<file path="src/rtl/druaga_pkg.sv">
`default_nettype none
// ============================================================================
//  Module      : druaga_pkg
//  Description : Shared definitions for the Druaga ROM loader: loader FSM
//                state encoding, ioctl stream index constants and the DIP
//                switch packing function used by dip_packer.
//  Revision    : 1.0 - initial release
// ============================================================================
package druaga_pkg;

    typedef enum logic [1:0] {
        ST_IDLE = 2'd0,
        ST_LOAD = 2'd1,
        ST_HOLD = 2'd2,
        ST_RUN  = 2'd3
    } state_t;

    localparam logic [7:0] IDX_ROM = 8'd0;
    localparam logic [7:0] IDX_TNO = 8'd1;
    localparam logic [7:0] IDX_DIP = 8'd254;

    // Titles 1..3 reuse nibbles of sw1/sw2 for the upper DIP bank.
    function automatic logic [23:0] dip_pack(
        input logic [3:0] tno,
        input logic [7:0] sw0,
        input logic [7:0] sw1,
        input logic [7:0] sw2
    );
        case (tno)
            4'd1, 4'd3: return {sw1[3:0], sw2[3:0], sw1, sw0};
            4'd2:       return {sw2[3:0], sw2[3:0], sw1, sw0};
            default:    return {sw2, sw1, sw0};
        endcase
    endfunction

endpackage
`default_nettype wire

</file>
<file path="src/rtl/dip_packer.sv">
`default_nettype none
// ============================================================================
//  Module      : dip_packer
//  Description : Registers the packed 24-bit DIP switch word for the game
//                core from the title number and the first three DIP bytes.
//  Ports       : clk_sys    - system clock
//                RESET      - asynchronous active-high reset
//                tno        - title number
//                sw0..sw2   - DIP switch bytes
//                DSWs       - packed DIP word, updated one cycle after input
//  Revision    : 1.0 - initial release
// ============================================================================
module dip_packer
    import druaga_pkg::*;
(
    input  logic        clk_sys,
    input  logic        RESET,
    input  logic [3:0]  tno,
    input  logic [7:0]  sw0,
    input  logic [7:0]  sw1,
    input  logic [7:0]  sw2,
    output logic [23:0] DSWs
);

    logic [23:0] r_dsws;

    always_ff @(posedge clk_sys or posedge RESET) begin
        if (RESET) begin
            r_dsws <= 24'd0;
        end else begin
            r_dsws <= dip_pack(tno, sw0, sw1, sw2);
        end
    end

    assign DSWs = r_dsws;

endmodule
`default_nettype wire

</file>
<file path="src/rtl/druaga_rom_loader.sv">
`default_nettype none
// ============================================================================
//  Module      : druaga_rom_loader
//  Description : Receives the HPS ioctl download stream and turns it into
//                ROM write strobes, title number and DIP switch settings for
//                the game core. The core is held in reset until a download
//                has finished and a hold period has elapsed.
//  Ports       : clk_sys, RESET          - clock, async active-high reset
//                ioctl_download/wr/addr/dout/index - HPS download stream
//                ROMAD/ROMDT/ROMEN       - ROM write port, 1-cycle latency
//                tno, DSWs               - title number, packed DIP switches
//                core_reset              - high except in RUN
//                rom_ready, rom_overflow - image complete / byte out of range
//                rom_sum, sum_valid      - only with ROM_CHECKSUM_EN defined
//  Config      : `define ROM_CHECKSUM_EN adds the modulo-256 ROM checksum.
//  Revision    : 1.0 - initial release
// ============================================================================
module druaga_rom_loader
    import druaga_pkg::*;
#(
    parameter logic [16:0] ROM_BYTES   = 17'h1_0000,
    parameter logic [15:0] HOLD_CYCLES = 16'd4096
) (
    input  logic        clk_sys,
    input  logic        RESET,
    input  logic        ioctl_download,
    input  logic        ioctl_wr,
    input  logic [24:0] ioctl_addr,
    input  logic [7:0]  ioctl_dout,
    input  logic [7:0]  ioctl_index,
    output logic [16:0] ROMAD,
    output logic [7:0]  ROMDT,
    output logic        ROMEN,
    output logic [3:0]  tno,
    output logic [23:0] DSWs,
    output logic        core_reset,
    output logic        rom_ready,
`ifdef ROM_CHECKSUM_EN
    output logic [7:0]  rom_sum,
    output logic        sum_valid,
`endif
    output logic        rom_overflow
);

    state_t      r_state;
    state_t      w_state_next;
    logic        r_dl_prev;
    logic        w_dl_rise;
    logic        w_dl_fall;
    logic [15:0] r_hold_cnt;
    logic [16:0] r_byte_cnt;
    logic [16:0] w_cnt_base;
    logic        w_rom_wr;
    logic        w_rom_in_range;
    logic        w_rom_acc;
    logic        w_rom_ovf;
    logic        w_tno_wr;
    logic        w_dip_wr;
    logic [16:0] r_romad;
    logic [7:0]  r_romdt;
    logic        r_romen;
    logic [3:0]  r_tno;
    logic [7:0]  r_sw0;
    logic [7:0]  r_sw1;
    logic [7:0]  r_sw2;
    logic        r_rom_ready;
    logic        r_rom_overflow;

    assign w_dl_rise = ioctl_download & ~r_dl_prev;
    assign w_dl_fall = ~ioctl_download & r_dl_prev;

    // ---------------- FSM: state register ----------------
    always_ff @(posedge clk_sys or posedge RESET) begin
        if (RESET) begin
            r_state   <= ST_IDLE;
            r_dl_prev <= 1'b0;
        end else begin
            r_state   <= w_state_next;
            r_dl_prev <= ioctl_download;
        end
    end

    // ---------------- FSM: next state ----------------
    always_comb begin
        w_state_next = r_state;
        if (w_dl_rise) begin
            w_state_next = ST_LOAD;
        end else begin
            case (r_state)
                ST_LOAD: if (w_dl_fall)         w_state_next = ST_HOLD;
                ST_HOLD: if (r_hold_cnt == 16'd0) w_state_next = ST_RUN;
                default: w_state_next = r_state;
            endcase
        end
    end

    // ---------------- FSM: outputs ----------------
    always_comb begin
        core_reset = (r_state != ST_RUN);
`ifdef ROM_CHECKSUM_EN
        sum_valid  = (r_state == ST_RUN);
`endif
    end

    // Writes are judged against the next state so that a download edge in
    // the same cycle as a strobe takes effect before the byte is handled.
    assign w_rom_wr       = ioctl_wr && (w_state_next == ST_LOAD) && (ioctl_index == IDX_ROM);
    assign w_rom_in_range = (ioctl_addr < {8'd0, ROM_BYTES});
    assign w_rom_acc      = w_rom_wr & w_rom_in_range;
    assign w_rom_ovf      = w_rom_wr & ~w_rom_in_range;
    assign w_tno_wr       = ioctl_wr && ioctl_download && (ioctl_index == IDX_TNO);
    assign w_dip_wr       = ioctl_wr && (ioctl_index == IDX_DIP) && (ioctl_addr[24:3] == 22'd0);
    assign w_cnt_base     = w_dl_rise ? 17'd0 : r_byte_cnt;

    // ---------------- ROM path, counters and status ----------------
    always_ff @(posedge clk_sys or posedge RESET) begin
        if (RESET) begin
            r_romad        <= 17'd0;
            r_romdt        <= 8'd0;
            r_romen        <= 1'b0;
            r_hold_cnt     <= 16'd0;
            r_byte_cnt     <= 17'd0;
            r_rom_ready    <= 1'b0;
            r_rom_overflow <= 1'b0;
        end else begin
            r_romen <= w_rom_acc;
            if (w_rom_acc) begin
                r_romad <= ioctl_addr[16:0];
                r_romdt <= ioctl_dout;
            end

            if (r_state == ST_LOAD && w_state_next == ST_HOLD) begin
                r_hold_cnt <= HOLD_CYCLES;
            end else if (r_state == ST_HOLD && r_hold_cnt != 16'd0) begin
                r_hold_cnt <= r_hold_cnt - 16'd1;
            end

            // Saturating: never counts past a full image.
            if (w_rom_acc && w_cnt_base != ROM_BYTES) begin
                r_byte_cnt <= w_cnt_base + 17'd1;
            end else begin
                r_byte_cnt <= w_cnt_base;
            end

            r_rom_overflow <= (w_dl_rise ? 1'b0 : r_rom_overflow) | w_rom_ovf;

            if (w_dl_rise) begin
                r_rom_ready <= 1'b0;
            end else if (r_state == ST_HOLD && w_state_next == ST_RUN &&
                         r_byte_cnt == ROM_BYTES) begin
                r_rom_ready <= 1'b1;
            end
        end
    end

    // ---------------- Title and DIP capture ----------------
    // Only sw0..sw2 feed the packed word, so only those bytes are kept.
    always_ff @(posedge clk_sys or posedge RESET) begin
        if (RESET) begin
            r_tno <= 4'd0;
            r_sw0 <= 8'd0;
            r_sw1 <= 8'd0;
            r_sw2 <= 8'd0;
        end else begin
            if (w_tno_wr) begin
                r_tno <= ioctl_dout[3:0];
            end
            if (w_dip_wr) begin
                case (ioctl_addr[2:0])
                    3'd0:    r_sw0 <= ioctl_dout;
                    3'd1:    r_sw1 <= ioctl_dout;
                    3'd2:    r_sw2 <= ioctl_dout;
                    default: ;
                endcase
            end
        end
    end

`ifdef ROM_CHECKSUM_EN
    logic [7:0] r_sum;

    always_ff @(posedge clk_sys or posedge RESET) begin
        if (RESET) begin
            r_sum <= 8'd0;
        end else begin
            r_sum <= (w_dl_rise ? 8'd0 : r_sum) + (w_rom_acc ? ioctl_dout : 8'd0);
        end
    end

    assign rom_sum = r_sum;
`endif

    dip_packer u_dip_packer (
        .clk_sys (clk_sys),
        .RESET   (RESET),
        .tno     (r_tno),
        .sw0     (r_sw0),
        .sw1     (r_sw1),
        .sw2     (r_sw2),
        .DSWs    (DSWs)
    );

    assign ROMAD        = r_romad;
    assign ROMDT        = r_romdt;
    assign ROMEN        = r_romen;
    assign tno          = r_tno;
    assign rom_ready    = r_rom_ready;
    assign rom_overflow = r_rom_overflow;

endmodule
`default_nettype wire

</file>
<file path="config.mk">
export PLATFORM = sky130hd
export DESIGN_NAME = druaga_rom_loader
export DESIGN_NICKNAME = d
export VERILOG_FILES = /design/src/rtl/druaga_pkg.sv /design/src/rtl/dip_packer.sv /design/src/rtl/druaga_rom_loader.sv
export SDC_FILE = /design/constraint.sdc
export NUM_CORES = 1
export LEC_CHECK = 0
export BUFFER_PORTS_ARGS = -buffer_cell sky130_fd_sc_hd__buf_2
export CORE_MARGIN = 4
export CORE_UTILIZATION = 44
export DETAILED_ROUTE_END_ITERATION = 16
export GPL_TIMING_DRIVEN = 0
export PLACE_DENSITY_LB_ADDON = 0.05
export SETUP_SLACK_MARGIN = 0.15
export SYNTH_ARGS = -nofsm -noshare
export SYNTH_HDL_FRONTEND = slang
export SYNTH_SLANG_ARGS = --single-unit
export TNS_END_PERCENT = 1
</file>
<file path="constraint.sdc">
create_clock -name clk_sys -period 4.2 [get_ports clk_sys]
set_input_delay 0.84 -clock clk_sys [delete_from_list [all_inputs] [get_ports clk_sys]]
set_output_delay 0.84 -clock clk_sys [all_outputs]
set_load 0.01 [all_outputs]
</file>
# Word-level counts from Yosys, hierarchy flattened

Cells that the tools add are included.

Logic and storage cells: 74
Bits of input ports: 45
Output and inout port bits: 57
Bits in registers: 116

Mux-type cells: 12
Bitwise operators: 8
Add/sub/neg operators: 2
$lt $le $gt $ge: 1
Equal/unequal tests: 15
Reduce and logical (&&, ||, !) cells: 22

Operator list:

| operator              | count |
|---|---|
| $pmux 24 s2           | 1 |
| $mux 17               | 2 |
| $mux 16               | 2 |
| $lt 25x17->1 const B  | 1 |
| $logic_not 22->1      | 1 |
| $add 17x1->17 const B | 1 |
| $eq 17x17->1 const B  | 1 |
| $ne 17x17->1 const B  | 1 |
| $logic_not 16->1      | 1 |
| $reduce_bool 16->1    | 1 |
| $sub 16x1->16 const B | 1 |
| $logic_and 1x1->1     | 11 |
| $eq 4x2->1 const B    | 2 |
| $eq 8x1->1 const B    | 1 |
| $eq 8x8->1 const B    | 1 |
| $logic_not 8->1       | 1 |
| $eq 2x2->1 const B    | 3 |
| $mux 2                | 3 |
| $reduce_and 2->1      | 3 |
| $and 1x1->1           | 4 |
| $eq 2x1->1 const B    | 2 |
| $eq 4x1->1 const B    | 1 |
| $pmux 2 s2            | 1 |
| $reduce_bool 2->1     | 2 |
| other kinds (8)       | 12 |

# Longest topological paths before layout

Word-level depth: 11
Depth in mapped cells: 10
Mapped depth without buffers: 8

# Hierarchy

A second synthesis with hierarchy kept.

Cells, all modules: 414
Area total of the unflattened synthesis: 5143.7 µm²

Modules (own cells, without submodules):

| module            | instances | seq. area each (µm²) | cells each | area an instance (µm²) |
|---|---|---|---|---|
| druaga_rom_loader | 1         | 2302.2               | 378        | 4428.0 |
| dip_packer        | 1         | 600.6                | 36         | 715.7 |

# Worst setup path before layout

No wires, ideal clock.

Kind: input-to-reg
From: in ioctl_addr[22]
To: reg r_sw1[0]
Data required time: 4.075 ns
Data arrival time: 2.835 ns
Library setup time: 0.125 ns
Setup slack: 1.241 ns
Stages: 5
Buffers on the path: 0
Cells stage by stage: or4_1 -> nor4_2 -> nand3_1 -> nor3b_2 -> mux2_2

Cells in the longest elaborated chain, start to end: 3

RTL lines:

| element                    | line                     | source |
|---|---|---|
| from (decl)                | druaga_rom_loader.sv:28  | `input logic [24:0] ioctl_addr,` |
| $logic_not 22->1           | druaga_rom_loader.sv:112 | `assign w_dip_wr = ioctl_wr && (ioctl_index == IDX_DIP) && (ioctl_addr[24:3] == 22'd0);` |
| $logic_and 1x1->1          | druaga_rom_loader.sv:112 |  |
| $reduce_and 2->1 (no line) | --                       |  |
| to (signal assigned)       | druaga_rom_loader.sv:171 | `3'd1: r_sw1 <= ioctl_dout;` |
| to (decl)                  | druaga_rom_loader.sv:64  | `logic [7:0] r_sw1;` |

Every way passes these cells.
A chain may end at the register's enable or synchronous reset.

# Final worst setup path

Ends and elaborated chain as after synthesis.

==> flow_summary_export.csv <==
group,metric,value,unit
synthesis,synth.ff_latch_count,116,
timing,setup_viol_count_final,0,
global_routing,grt_pass1_vias,3556,
run,timing.max_cap.violations,0,
synthesis,synth-compound-area-share,5.762,%
floorplan,initial_core_util,45.07,%
synthesis,syn_area_per_cell,12.42,um2
synthesis,synth_sequential_area_ratio,59.15,%
finish,fillers,933,
route,avgViaCountPerCell,5.232,
floorplan,dieWidth,113.6,um
floorplan,rows,38,
route,routed.top_layer,"met4",
route,routed-wl-met3,625,um
critical_path,r2r_setup_slack,1240,ps
critical_path,critical_path.max_stage_delay,740,ps
synthesis,yosys.cell_types.count,52,
min_path,min_path_type,"in -> async",
synthesis,synth_simple_gate_area_share,16.01,%
critical_path,r2r_start,"r_dl_prev$_DFF_PP0_",
clock_network,cts_hold_repair.buffers,0,
timing,hold_slack,300.4,ps
clock_network,cts.root.buffer_cell,"sky130_fd_sc_hd__clkbuf_8",
power_and_ir_drop,power_per_cell_area,503.2,mW/mm2
route,drt_iter0_drc,141,
synthesis,synthesis.instances,395,
synthesis,yosysWarnings,0,
critical_path,crit_fanout,8,
critical_path,critPathRequiredTime,4600,ps
finish,footprint_of_the_multi_input_gates,0.001919,mm2
timing,fin_max_slew_vios,0,
timing,fin_tns_setup,0,ps
clock_network,ctsHtreeMaxLevel,4,
synthesis,adder_cell_share_of_the_synthesized_area,1.785,%
floorplan,design.core.area,0.01089,mm2
clock_network,reg_clk_slew_reported_paths,60,ps
clock_network,clock_sinks,116,
critical_path,cp_slowest_cell,"sky130_fd_sc_hd__nor3b_2",
synthesis,synth.area.top_cells,"sky130_fd_sc_hd__dfrtp_1, sky130_fd_sc_hd__mux2_2, sky130_fd_sc_hd__xnor2_1",
synthesis,synth-xor-area-share,3.391,%
clock_network,cts_buffers,17,
route,drt-pass1-iter-count,4,
finish,final_layout_size_suffix_gt1_share,38.37,%
clock_network,clock_tree.buffer_depth,2,
finish,layout.cells.most_common_list,"sky130_fd_sc_hd__dfrtp_1, sky130_fd_sc_hd__buf_2, sky130_fd_sc_hd__mux2_2",
global_routing,track_usage,17.86,%
timing,clock.fmax,0.3268,GHz
critical_path,critical_path_cell_sequence,"buf_2, or4_1, nor4_2, nand3_1, nor3b_2, mux2_2",
route,drt-total-wl,10770,um
synthesis,synth_area,0.004907,mm2
global_routing,maximum_number_of_pins_on_one_net_before_global_route_repair,86,
floorplan,io_pins,102,
route,postRouteAntennaNets,0,
synthesis,synth_top_family_by_area,"simple AND/OR/NAND/NOR gates",
synthesis,synthMuxAreaShare,12.16,%
finish,layout-area-overhead-vs-synth,26.85,%
route,wl_per_cell,16.10,um
global_routing,total_grt_overflow,0,
global_routing,grt_pass1_wl,17710,um
route,met1_length,4625,um
power_and_ir_drop,leakage,3.134,nW
finish,register_area,0.002903,mm2
synthesis,postSynth.asyncResetShare,100.0,%
synthesis,synth_top_cell_by_area,"sky130_fd_sc_hd__dfrtp_1",
critical_path,crit_path_start,"ioctl_addr[22]",
outcome,result_of_the_run,"complete, no violations",
critical_path,cp_top_family,"simple AND/OR/NAND/NOR gates",
route,detailroute.wirelength.met2,5377,um
placed_design,final_hpwl_dp,7696,um
critical_path,cp-end-kind,"flip-flop",
timing,worstMarginPinSlew,844.4,ps
finish,num-nets-final,568,
floorplan,die_height,113.6,um
synthesis,synth_top_cell_area_share,59.15,%
critical_path,startpoint_type,"input port",
power_and_ir_drop,vdd.ir_drop.worst,0.4651,mV
finish,final_core_util,57.17,%
critical_path,arrival_worst_endpoint,3460,ps
timing,final.period_utilization,72.85,%
clock_network,cts.repair_timing.setup_buffer_count,0,
critical_path,path_buf_inv,1,
global_routing,grt_antenna_before_repair,0,
critical_path,r2r_cells,10,
placed_design,routabilityCongestion,0.8065,
floorplan,design.die.area,0.01291,mm2
finish,most_frequent_standard_cell_in_the_layout_excluding_fill_and_tap_cells,"sky130_fd_sc_hd__dfrtp_1",
route,detailroute.via_count,3500,
finish,antenna_cells,0,
synthesis,synth_edf_count,0,
clock_network,cts_resized,0,
critical_path,worstSetupPathType,"in -> reg",
critical_path,critical_path.reg2reg.endpoint,"r_byte_cnt[10]$_DFF_PP0_",
timing,worst_clock_skew,4.718,ps
clock_network,worst_skew_pair.late_latency,510,ps
synthesis,syn-num-nets,447,
timing,min_period,3060,ps
timing,timing_hold_violations_final,0,
clock_network,tritoncts,"yes",
synthesis,synthFlopType,"sky130_fd_sc_hd__dfrtp_1",
timing,relSlewSlack,43.40,%
timing,setup_repair_after_global_routing_missed_its_margin,"no",
placed_design,io_buffers,101,
power_and_ir_drop,design_power_total,0.003132,W
route,route.detailed.drc,0,
## registers in the layout (all words and copies together), names as in the netlist, 2 cells and up
signal / cells
tno: 4
u_dip_packer.DSWs: 24
ROMDT: 8
ROMAD: 17
r_sw1: 8
r_hold_cnt: 16
r_sw0: 8
r_byte_cnt: 17
r_sw2: 8
r_state: 2
## worst max-delay path by stage
stage               cells after the start  slack, ps                        to
detailed placement                      6        570      r_sw0[1]$_DFFE_PP0P_
CTS                                     6       1120      r_sw0[1]$_DFFE_PP0P_
global placement                        2      -1040      r_sw0[2]$_DFFE_PP0P_
global route                           10        990  r_byte_cnt[14]$_DFF_PP0_
finish                                  6       1140      r_sw1[0]$_DFFE_PP0P_
floorplan                               1        290      ROMAD[0]$_DFFE_PP0P_
## routing by layer
layer | track usage (%) | vias to the layer above
met1 | 21.78 | 1727
li1 | - | 1675
met3 | 6.578 | 17
met2 | 29.17 | 81
met4 | 6.410 | 0
met5 | 0 | -
## kinds of logic after synthesis
logic type,after synthesis
AO/OA/AOI/OAI,44
XOR/XNOR,19
adder cells (fa/ha/maj),7
buffers and inverters,21
flip-flops,116
multiplexers,53
AND/OR/NAND/NOR,135
## power breakdown
group          internal, W  total, W  switching [W]
clock             0.000926   0.00145       0.000527
sequential         0.00120   0.00128      0.0000782
combinational     0.000177  0.000404       0.000227
total              0.00230   0.00313       0.000832
## metrics by stage
step / instances / instance area, um2 / worst slack [ps]
finish: 669 / 6225 / 1140
global route: 669 / 6225 / 991.5
CTS: 669 / 6225 / 1119
detailed placement: 637 / 5620 / 567.5
global placement: 636 / 5588 / -1041
floorplan: 395 / 4907 / 287.6
## final cells by class
class,count,area share [%]
Clock inverter,14,2.834
Tap cell,140,2.814
Multi-Input combinational cell,258,30.83
Inverter,11,0.7437
Clock buffer,18,6.874
Sequential cell,116,46.63
Timing Repair Buffer,102,8.563
Buffer,10,0.7035
## cell usage after synthesis (2+ instances only)
master,number
sky130_fd_sc_hd__buf_2,2
sky130_fd_sc_hd__or3_1,6
sky130_fd_sc_hd__inv_1,11
sky130_fd_sc_hd__ha_1,7
sky130_fd_sc_hd__or4_1,11
sky130_fd_sc_hd__a211o_1,2
sky130_fd_sc_hd__nand4_1,4
sky130_fd_sc_hd__mux2_2,53
sky130_fd_sc_hd__nand2_1,26
sky130_fd_sc_hd__nand3_1,10
sky130_fd_sc_hd__or2_2,5
sky130_fd_sc_hd__nor4b_1,3
sky130_fd_sc_hd__nor3_1,4
sky130_fd_sc_hd__and3_1,3
sky130_fd_sc_hd__dfrtp_1,116
sky130_fd_sc_hd__xnor2_1,15
sky130_fd_sc_hd__o21ai_0,9
sky130_fd_sc_hd__o31ai_1,7
sky130_fd_sc_hd__nand4b_1,2
sky130_fd_sc_hd__buf_1,2
sky130_fd_sc_hd__a22oi_1,3
sky130_fd_sc_hd__a31oi_1,2
sky130_fd_sc_hd__clkbuf_1,5
sky130_fd_sc_hd__nand2b_1,4
sky130_fd_sc_hd__a21oi_1,12
sky130_fd_sc_hd__nor2b_1,3
sky130_fd_sc_hd__nor4_1,9
sky130_fd_sc_hd__nor2_1,30
sky130_fd_sc_hd__xor2_1,4
sky130_fd_sc_hd__nand3b_1,3
Note: power is estimated with default switching activity, not from simulation.
